$ cat src/rtl/depp_wb_bridge.sv
// Digilent DEPP 8-bit parallel port to 32-bit pipelined Wishbone master bridge.
// Optional feature: define DEPP_AUTOINC_EN to post-increment the WB address after each acked transaction.
module depp_wb_bridge #(
   parameter int unsigned SYNC_STAGES = 2
) (
   input  logic        i_clk,
   input  logic        i_rst,
   input  logic        i_astb_n,
   input  logic        i_dstb_n,
   input  logic        i_write_n,
   input  logic [7:0]  i_depp,
   output logic [7:0]  o_depp,
   output logic        o_wait,
   output logic        o_wb_cyc,
   output logic        o_wb_stb,
   output logic        o_wb_we,
   output logic [31:0] o_wb_addr,
   output logic [31:0] o_wb_data,
   input  logic        i_wb_ack,
   input  logic        i_wb_stall,
   input  logic        i_wb_err,
   input  logic [31:0] i_wb_data,
   input  logic        i_int
);

   localparam int unsigned AW = 32;
   localparam int unsigned DW = 32;
   localparam int unsigned BW = 8;
   localparam logic [BW-1:0] REG_ADDR_LAST = 8'd3;
   localparam logic [BW-1:0] REG_DATA_LAST = 8'd7;
   localparam logic [BW-1:0] REG_STATUS    = 8'd8;

   typedef enum logic [1:0] {
      S_IDLE,
      S_BUS,
      S_DONE,
      S_HOLD
   } state_t;

   state_t state;

   logic [SYNC_STAGES-1:0]         astb_sr;
   logic [SYNC_STAGES-1:0]         dstb_sr;
   logic [SYNC_STAGES-1:0]         wrn_sr;
   logic [SYNC_STAGES-1:0][BW-1:0] depp_sr;
   logic                           astb_prev;
   logic                           dstb_prev;

   logic [BW-1:0] ptr;
   logic [DW-1:0] rdata;
   logic          err_flag;
   logic          int_flag;

   logic          astb_s;
   logic          dstb_s;
   logic          wrn_s;
   logic [BW-1:0] host_data;
   logic          addr_evt;
   logic          data_evt;
   logic          launch;
   logic          status_rd;
   logic [1:0]    lane;
   logic [BW-1:0] rd_byte;

   // Synchronize the asynchronous DEPP pins; strobes idle high
   always_ff @(posedge i_clk or posedge i_rst) begin
      if (i_rst) begin
         astb_sr   <= '1;
         dstb_sr   <= '1;
         wrn_sr    <= '1;
         depp_sr   <= '0;
         astb_prev <= 1'b1;
         dstb_prev <= 1'b1;
      end else begin
         astb_sr   <= {astb_sr[SYNC_STAGES-2:0], i_astb_n};
         dstb_sr   <= {dstb_sr[SYNC_STAGES-2:0], i_dstb_n};
         wrn_sr    <= {wrn_sr[SYNC_STAGES-2:0], i_write_n};
         depp_sr   <= {depp_sr[SYNC_STAGES-2:0], i_depp};
         astb_prev <= astb_sr[SYNC_STAGES-1];
         dstb_prev <= dstb_sr[SYNC_STAGES-1];
      end
   end

   assign astb_s    = astb_sr[SYNC_STAGES-1];
   assign dstb_s    = dstb_sr[SYNC_STAGES-1];
   assign wrn_s     = wrn_sr[SYNC_STAGES-1];
   assign host_data = depp_sr[SYNC_STAGES-1];

   // Address strobe wins if both strobes fall together
   assign addr_evt  = astb_prev & ~astb_s;
   assign data_evt  = dstb_prev & ~dstb_s & ~addr_evt;
   assign launch    = data_evt & ~wrn_s & ((ptr == REG_ADDR_LAST) || (ptr == REG_DATA_LAST));
   assign status_rd = (state == S_IDLE) & data_evt & wrn_s & (ptr == REG_STATUS);
   assign lane      = 2'd3 - ptr[1:0];

   // Host-visible register readback; data bytes return the last WB read result
   always_comb begin
      rd_byte = '0;
      if (ptr <= REG_ADDR_LAST) begin
         rd_byte = o_wb_addr[{lane, 3'b000} +: BW];
      end else if (ptr <= REG_DATA_LAST) begin
         rd_byte = rdata[{lane, 3'b000} +: BW];
      end else if (ptr == REG_STATUS) begin
         rd_byte = {5'b0, int_flag, err_flag, o_wb_cyc};
      end
   end

   // Host handshake and Wishbone master sequencing
   always_ff @(posedge i_clk or posedge i_rst) begin
      if (i_rst) begin
         state     <= S_IDLE;
         o_depp    <= '0;
         o_wait    <= 1'b0;
         o_wb_cyc  <= 1'b0;
         o_wb_stb  <= 1'b0;
         o_wb_we   <= 1'b0;
         o_wb_addr <= '0;
         o_wb_data <= '0;
         ptr       <= '0;
         rdata     <= '0;
         err_flag  <= 1'b0;
         int_flag  <= 1'b0;
      end else begin
         // A pending interrupt beats the clear from a concurrent status read
         int_flag <= i_int | (int_flag & ~status_rd);
         if (status_rd) begin
            err_flag <= 1'b0;
         end

         unique case (state)
            S_IDLE: begin
               if (addr_evt) begin
                  if (!wrn_s) begin
                     ptr <= host_data;
                  end else begin
                     o_depp <= ptr;
                  end
                  o_wait <= 1'b1;
                  state  <= S_HOLD;
               end else if (data_evt) begin
                  if (!wrn_s) begin
                     if (ptr <= REG_ADDR_LAST) begin
                        o_wb_addr[{lane, 3'b000} +: BW] <= host_data;
                     end else if (ptr <= REG_DATA_LAST) begin
                        o_wb_data[{lane, 3'b000} +: BW] <= host_data;
                     end
                  end else begin
                     o_depp <= rd_byte;
                  end
                  if (launch) begin
                     o_wb_cyc <= 1'b1;
                     o_wb_stb <= 1'b1;
                     o_wb_we  <= ptr[2];
                     state    <= S_BUS;
                  end else begin
                     o_wait <= 1'b1;
                     state  <= S_HOLD;
                  end
               end
            end

            S_BUS: begin
               if (o_wb_stb && !i_wb_stall) begin
                  o_wb_stb <= 1'b0;
               end
               if (i_wb_ack || i_wb_err) begin
                  o_wb_cyc <= 1'b0;
                  o_wb_stb <= 1'b0;
                  o_wb_we  <= 1'b0;
                  if (i_wb_err) begin
                     err_flag <= 1'b1;
                  end else begin
                     if (!o_wb_we) begin
                        rdata <= i_wb_data;
                     end
`ifdef DEPP_AUTOINC_EN
                     o_wb_addr <= o_wb_addr + AW'(1);
`else
                     o_wb_addr <= o_wb_addr;
`endif
                  end
                  state <= S_DONE;
               end
            end

            S_DONE: begin
               o_wait <= 1'b1;
               state  <= S_HOLD;
            end

            S_HOLD: begin
               if (astb_s && dstb_s) begin
                  o_wait <= 1'b0;
                  state  <= S_IDLE;
               end
            end

            default: state <= S_IDLE;
         endcase
      end
   end

endmodule

$ cat config.mk
export PLATFORM = sky130hd
export DESIGN_NAME = depp_wb_bridge
export DESIGN_NICKNAME = d
export VERILOG_FILES = /design/src/rtl/depp_wb_bridge.sv
export SDC_FILE = /design/constraint.sdc
export NUM_CORES = 1
export LEC_CHECK = 0
export CORE_MARGIN = 2
export CORE_UTILIZATION = 35
export CTS_CLUSTER_DIAMETER = 150
export CTS_CLUSTER_SIZE = 16
export DETAILED_ROUTE_END_ITERATION = 8
export GPL_TIMING_DRIVEN = 0
export MAX_ROUTING_LAYER = met4
export PLACE_DENSITY = 0.58
export SLEW_MARGIN = 20
export SYNTH_ARGS = -nofsm -noshare
export SYNTH_HDL_FRONTEND = slang
export SYNTH_SLANG_ARGS = --single-unit
$ cat constraint.sdc
create_clock -name i_clk -period 4.9 [get_ports i_clk]
set_input_delay 0.735 -clock i_clk [delete_from_list [all_inputs] [get_ports i_clk]]
set_output_delay 0.735 -clock i_clk [all_outputs]
set_load 0.02 [all_outputs]
==> flow_metrics.tcl <==
set metrics [dict create \
    reg2reg_depth 7 \
    drive_above_1_share_pct 17.14 \
    cts_buffer_depth 2 \
    rsz0062_at_grt "no" \
    synth_edf_count 0 \
    core-area_um2 16700 \
    r2r_end "o_wb_data[13]" \
    antenna_found_initial 0 \
    ff_latch_area_um2 3613 \
    clock-sinks 144 \
    worst_hold_path_type "flip-flop to flip-flop" \
    syn-mean-instance-area_um2 11.72 \
    crit_required_ns 5.24 \
    syn-cell-area_um2 6026 \
    whs_endpoint "host_data[3]" \
    multiInputGateArea_um2 2273 \
    port_buffers 124 \
    path_max_fanout 10 \
    grt_max_degree 91 \
    ys_top_cells_by_area "dfrtp_1 (56%), mux2_2 (7.1%), nand2_1 (6.7%)" \
    ys_seq_area_share_pct 59.97 \
    wl_um 16460 \
    ir_worst_vdd_uv 281.3 \
    ioPinCount 125 \
    grt_pass1_vias 4705 \
    cts_resized 0 \
    ys_ff_latch 144 \
    routedWlPerCell_um 18.47 \
    hold_start "depp_sr[3]" \
    die_h_um 135.2 \
    synth_top_area_cell "dfrtp_1" \
    p_sw_mw 1.426 \
    via_count 4486 \
    layout.cells.non_filler 891 \
    skew_ns 0.008097 \
    start_kind "flip-flop" \
    synth_nets 574 \
    ys_warn_count 0 \
    yosysUniqueCellTypes 41 \
    max_freq_ghz 0.3350 \
    initial_core_util_pct 36.08 \
    hold_buffers 0 \
    antenna_left 0 \
    cts_tree "done" \
    grt_overflow 0 \
    dr_wl_met3_um 819 \
    grt_pass1_wl_um 26160 \
    cap_violations 0 \
    placed_cells 859 \
    holdWs_ns 0.3494 \
    cts.clk_slew.worst_paths_ns 0.07 \
    status "completed" \
    die_w_um 135.2 \
    tightest_slew_ns 0.8922 \
    worst_ep_arrival_time_ns 3.33 \
    p_leak_nw 3.431 \
    place_congestion 0.8311 \
    switching_share_pct 33.06 \
    synth_top_area_share_pct 56.48 \
    avgViaCountPerCell 5.035 \
    cts_setup_buffers 0 \
    syn_inst 514 \
    fin_crit_ns 2.985 \
    fill_cells 1529 \
    finalHoldViolCount 0 \
    path_class "flip-flop to flip-flop" \
    cts-buffers-inserted 17 \
    internal_power_mw 2.887 \
    syn2layout_area_growth_pct 36.38 \
    drc 0 \
    num_rows 47 \
    powerDensity_nw_per_um2 524.9 \
    dr_wl_met2_um 8171 \
    clk_latency_ns 0.43 \
    whs_path_depth 0 \
    cts_root_buf "clkbuf_16" \
    fin_nets 718 \
    setup_viol 0 \
    num_antenna_cells 0 \
    synth_ff_type "dfrtp_1" \
    track_usage_pct 19.95 \
    reg2reg_slack_ns 1.91 \
    drt_iter0_markers 319 \
    power_frac_clock_pct 32.6 \
    cts_max_level 4 \
    max_slew_margin_pct 40.39 \
    top_layer "met4" \
    setup.worst_path.end_class "flip-flop" \
    combPwrFrac_pct 29.0 \
    r2r-start "ptr[1]" \
    m1WireLength_um 7214 \
    async_flop_share_pct 100.0 \
    dp_hpwl_um 12180 \
    final.period_utilization_pct 60.92 \
    drt_pass1_iterations 4 \
    pwr-share-seq_pct 38.5 \
    die-area_um2 18280 \
    report.final.slew_viol_count 0 \
]
## per-stage QoR
step	utilization [%]	power (mW)	setup TNS, ns	worst slack [ns]	cell area [µm²]
floorplan	-	2.444	0	0.3120	6026
global placement	45.16	2.893	-201.15	-1.485	7542
detailed placement	45.37	2.938	0	1.908	7577
CTS	49.21	4.357	0	1.848	8218
global route	49.21	4.545	0	1.617	8218
finish	49.21	4.313	0	1.915	8218
## critical path: stages (launching register included)
cell     delay (ns)
dfrtp_1        0.43
buf_2          0.33
buf_2          0.40
inv_1          0.19
ha_1           0.39
nor3b_1        0.75
nand2_1        0.17
o21ai_0        0.23
## worst max path at each step
stage	startpoint	to	slack, ns
5_1_grt	ptr[1]	o_wb_data[13]	1.62
3_5_place_dp	ptr[1]	o_wb_data[13]	1.91
6_report	ptr[1]	o_wb_data[13]	1.91
2_1_floorplan	i_rst	depp_sr[0]	0.31
4_1_cts	ptr[1]	o_wb_data[13]	1.85
3_3_place_gp	i_rst	rdata[11]	-1.48
## synth_stat cells (2+ instances only)
library cell / count
dfrtp_1: 136
nand2_1: 107
o21ai_0: 62
mux2_2: 38
nor2_1: 18
a21oi_1: 15
mux4_2: 13
buf_2: 12
o21ai_1: 12
clkbuf_1: 11
ha_1: 11
mux2i_1: 9
dfstp_2: 8
inv_1: 6
a22oi_1: 5
nand3_1: 5
nand3_2: 5
nor3_1: 4
a31oi_1: 3
nor2b_1: 3
o2bb2ai_1: 3
and2_1: 2
and3_1: 2
and3b_1: 2
buf_4: 2
nand2b_1: 2
nand3b_1: 2
nor3b_1: 2
o22ai_1: 2
## cells in the final DEF (no fill, tap or decap), types with 6 or more instances in the layout
cell type        netlist  routed
inv_8                  0       6
nor2_1                18      18
buf_2                 12      12
dfstp_2                8       8
mux4_2                13      13
dfrtp_1              136     136
a21oi_1               15      15
o21ai_1               12      12
o21ai_0               62      62
mux2_2                38      38
clkbuf_16              0      17
clkbuf_1              11      11
clkdlybuf4s50_1        0     124
mux2i_1                9       9
ha_1                  11      11
nand2_1              107     107
## registers in the layout, summed over array words and instances (netlist names), 2 cells and up
signal,cells
depp_sr,8
state,2
o_depp,8
host_data,8
wrn_sr,2
astb_sr,2
o_wb_addr,32
dstb_sr,2
o_wb_data,32
rdata,32
ptr,8
## logic make-up after synthesis
group / count (synthesis) / share of synthesized area (%)
AO/OA/AOI/OAI: 110 / 10.03
AND/OR/NAND/NOR: 158 / 11.96
buffers and inverters: 31 / 2.305
multiplexers: 60 / 13.46
flip-flops: 144 / 59.97
adder cells (fa/ha/maj): 11 / 2.284
## cell type report
class	instances	share of cell area (%)
sequential	144	43.97
multi-input combinational	339	27.66
timing repair buffer	125	15.44
clock buffer	17	5.177
tap	220	3.350
clock inverter	15	2.619
buffer	25	1.416
inverter	6	0.3654
## power by group through the flow
stage / sequential, mW / combinational [mW] / clock (mW)
global placement: 1.67 / 1.22 / 0
CTS: 1.66 / 1.27 / 1.43
floorplan: 1.71 / 0.738 / 0
global route: 1.69 / 1.37 / 1.48
finish: 1.66 / 1.25 / 1.40
detailed placement: 1.68 / 1.26 / 0
## metal layers
layer	vias up	GRT usage [%]
met1	2225	26.29
met3	23	4.452
met5	-	-
met4	0	5.961
li1	2098	-
met2	140	31.16
Note: power is estimated with default switching activity, not from simulation.
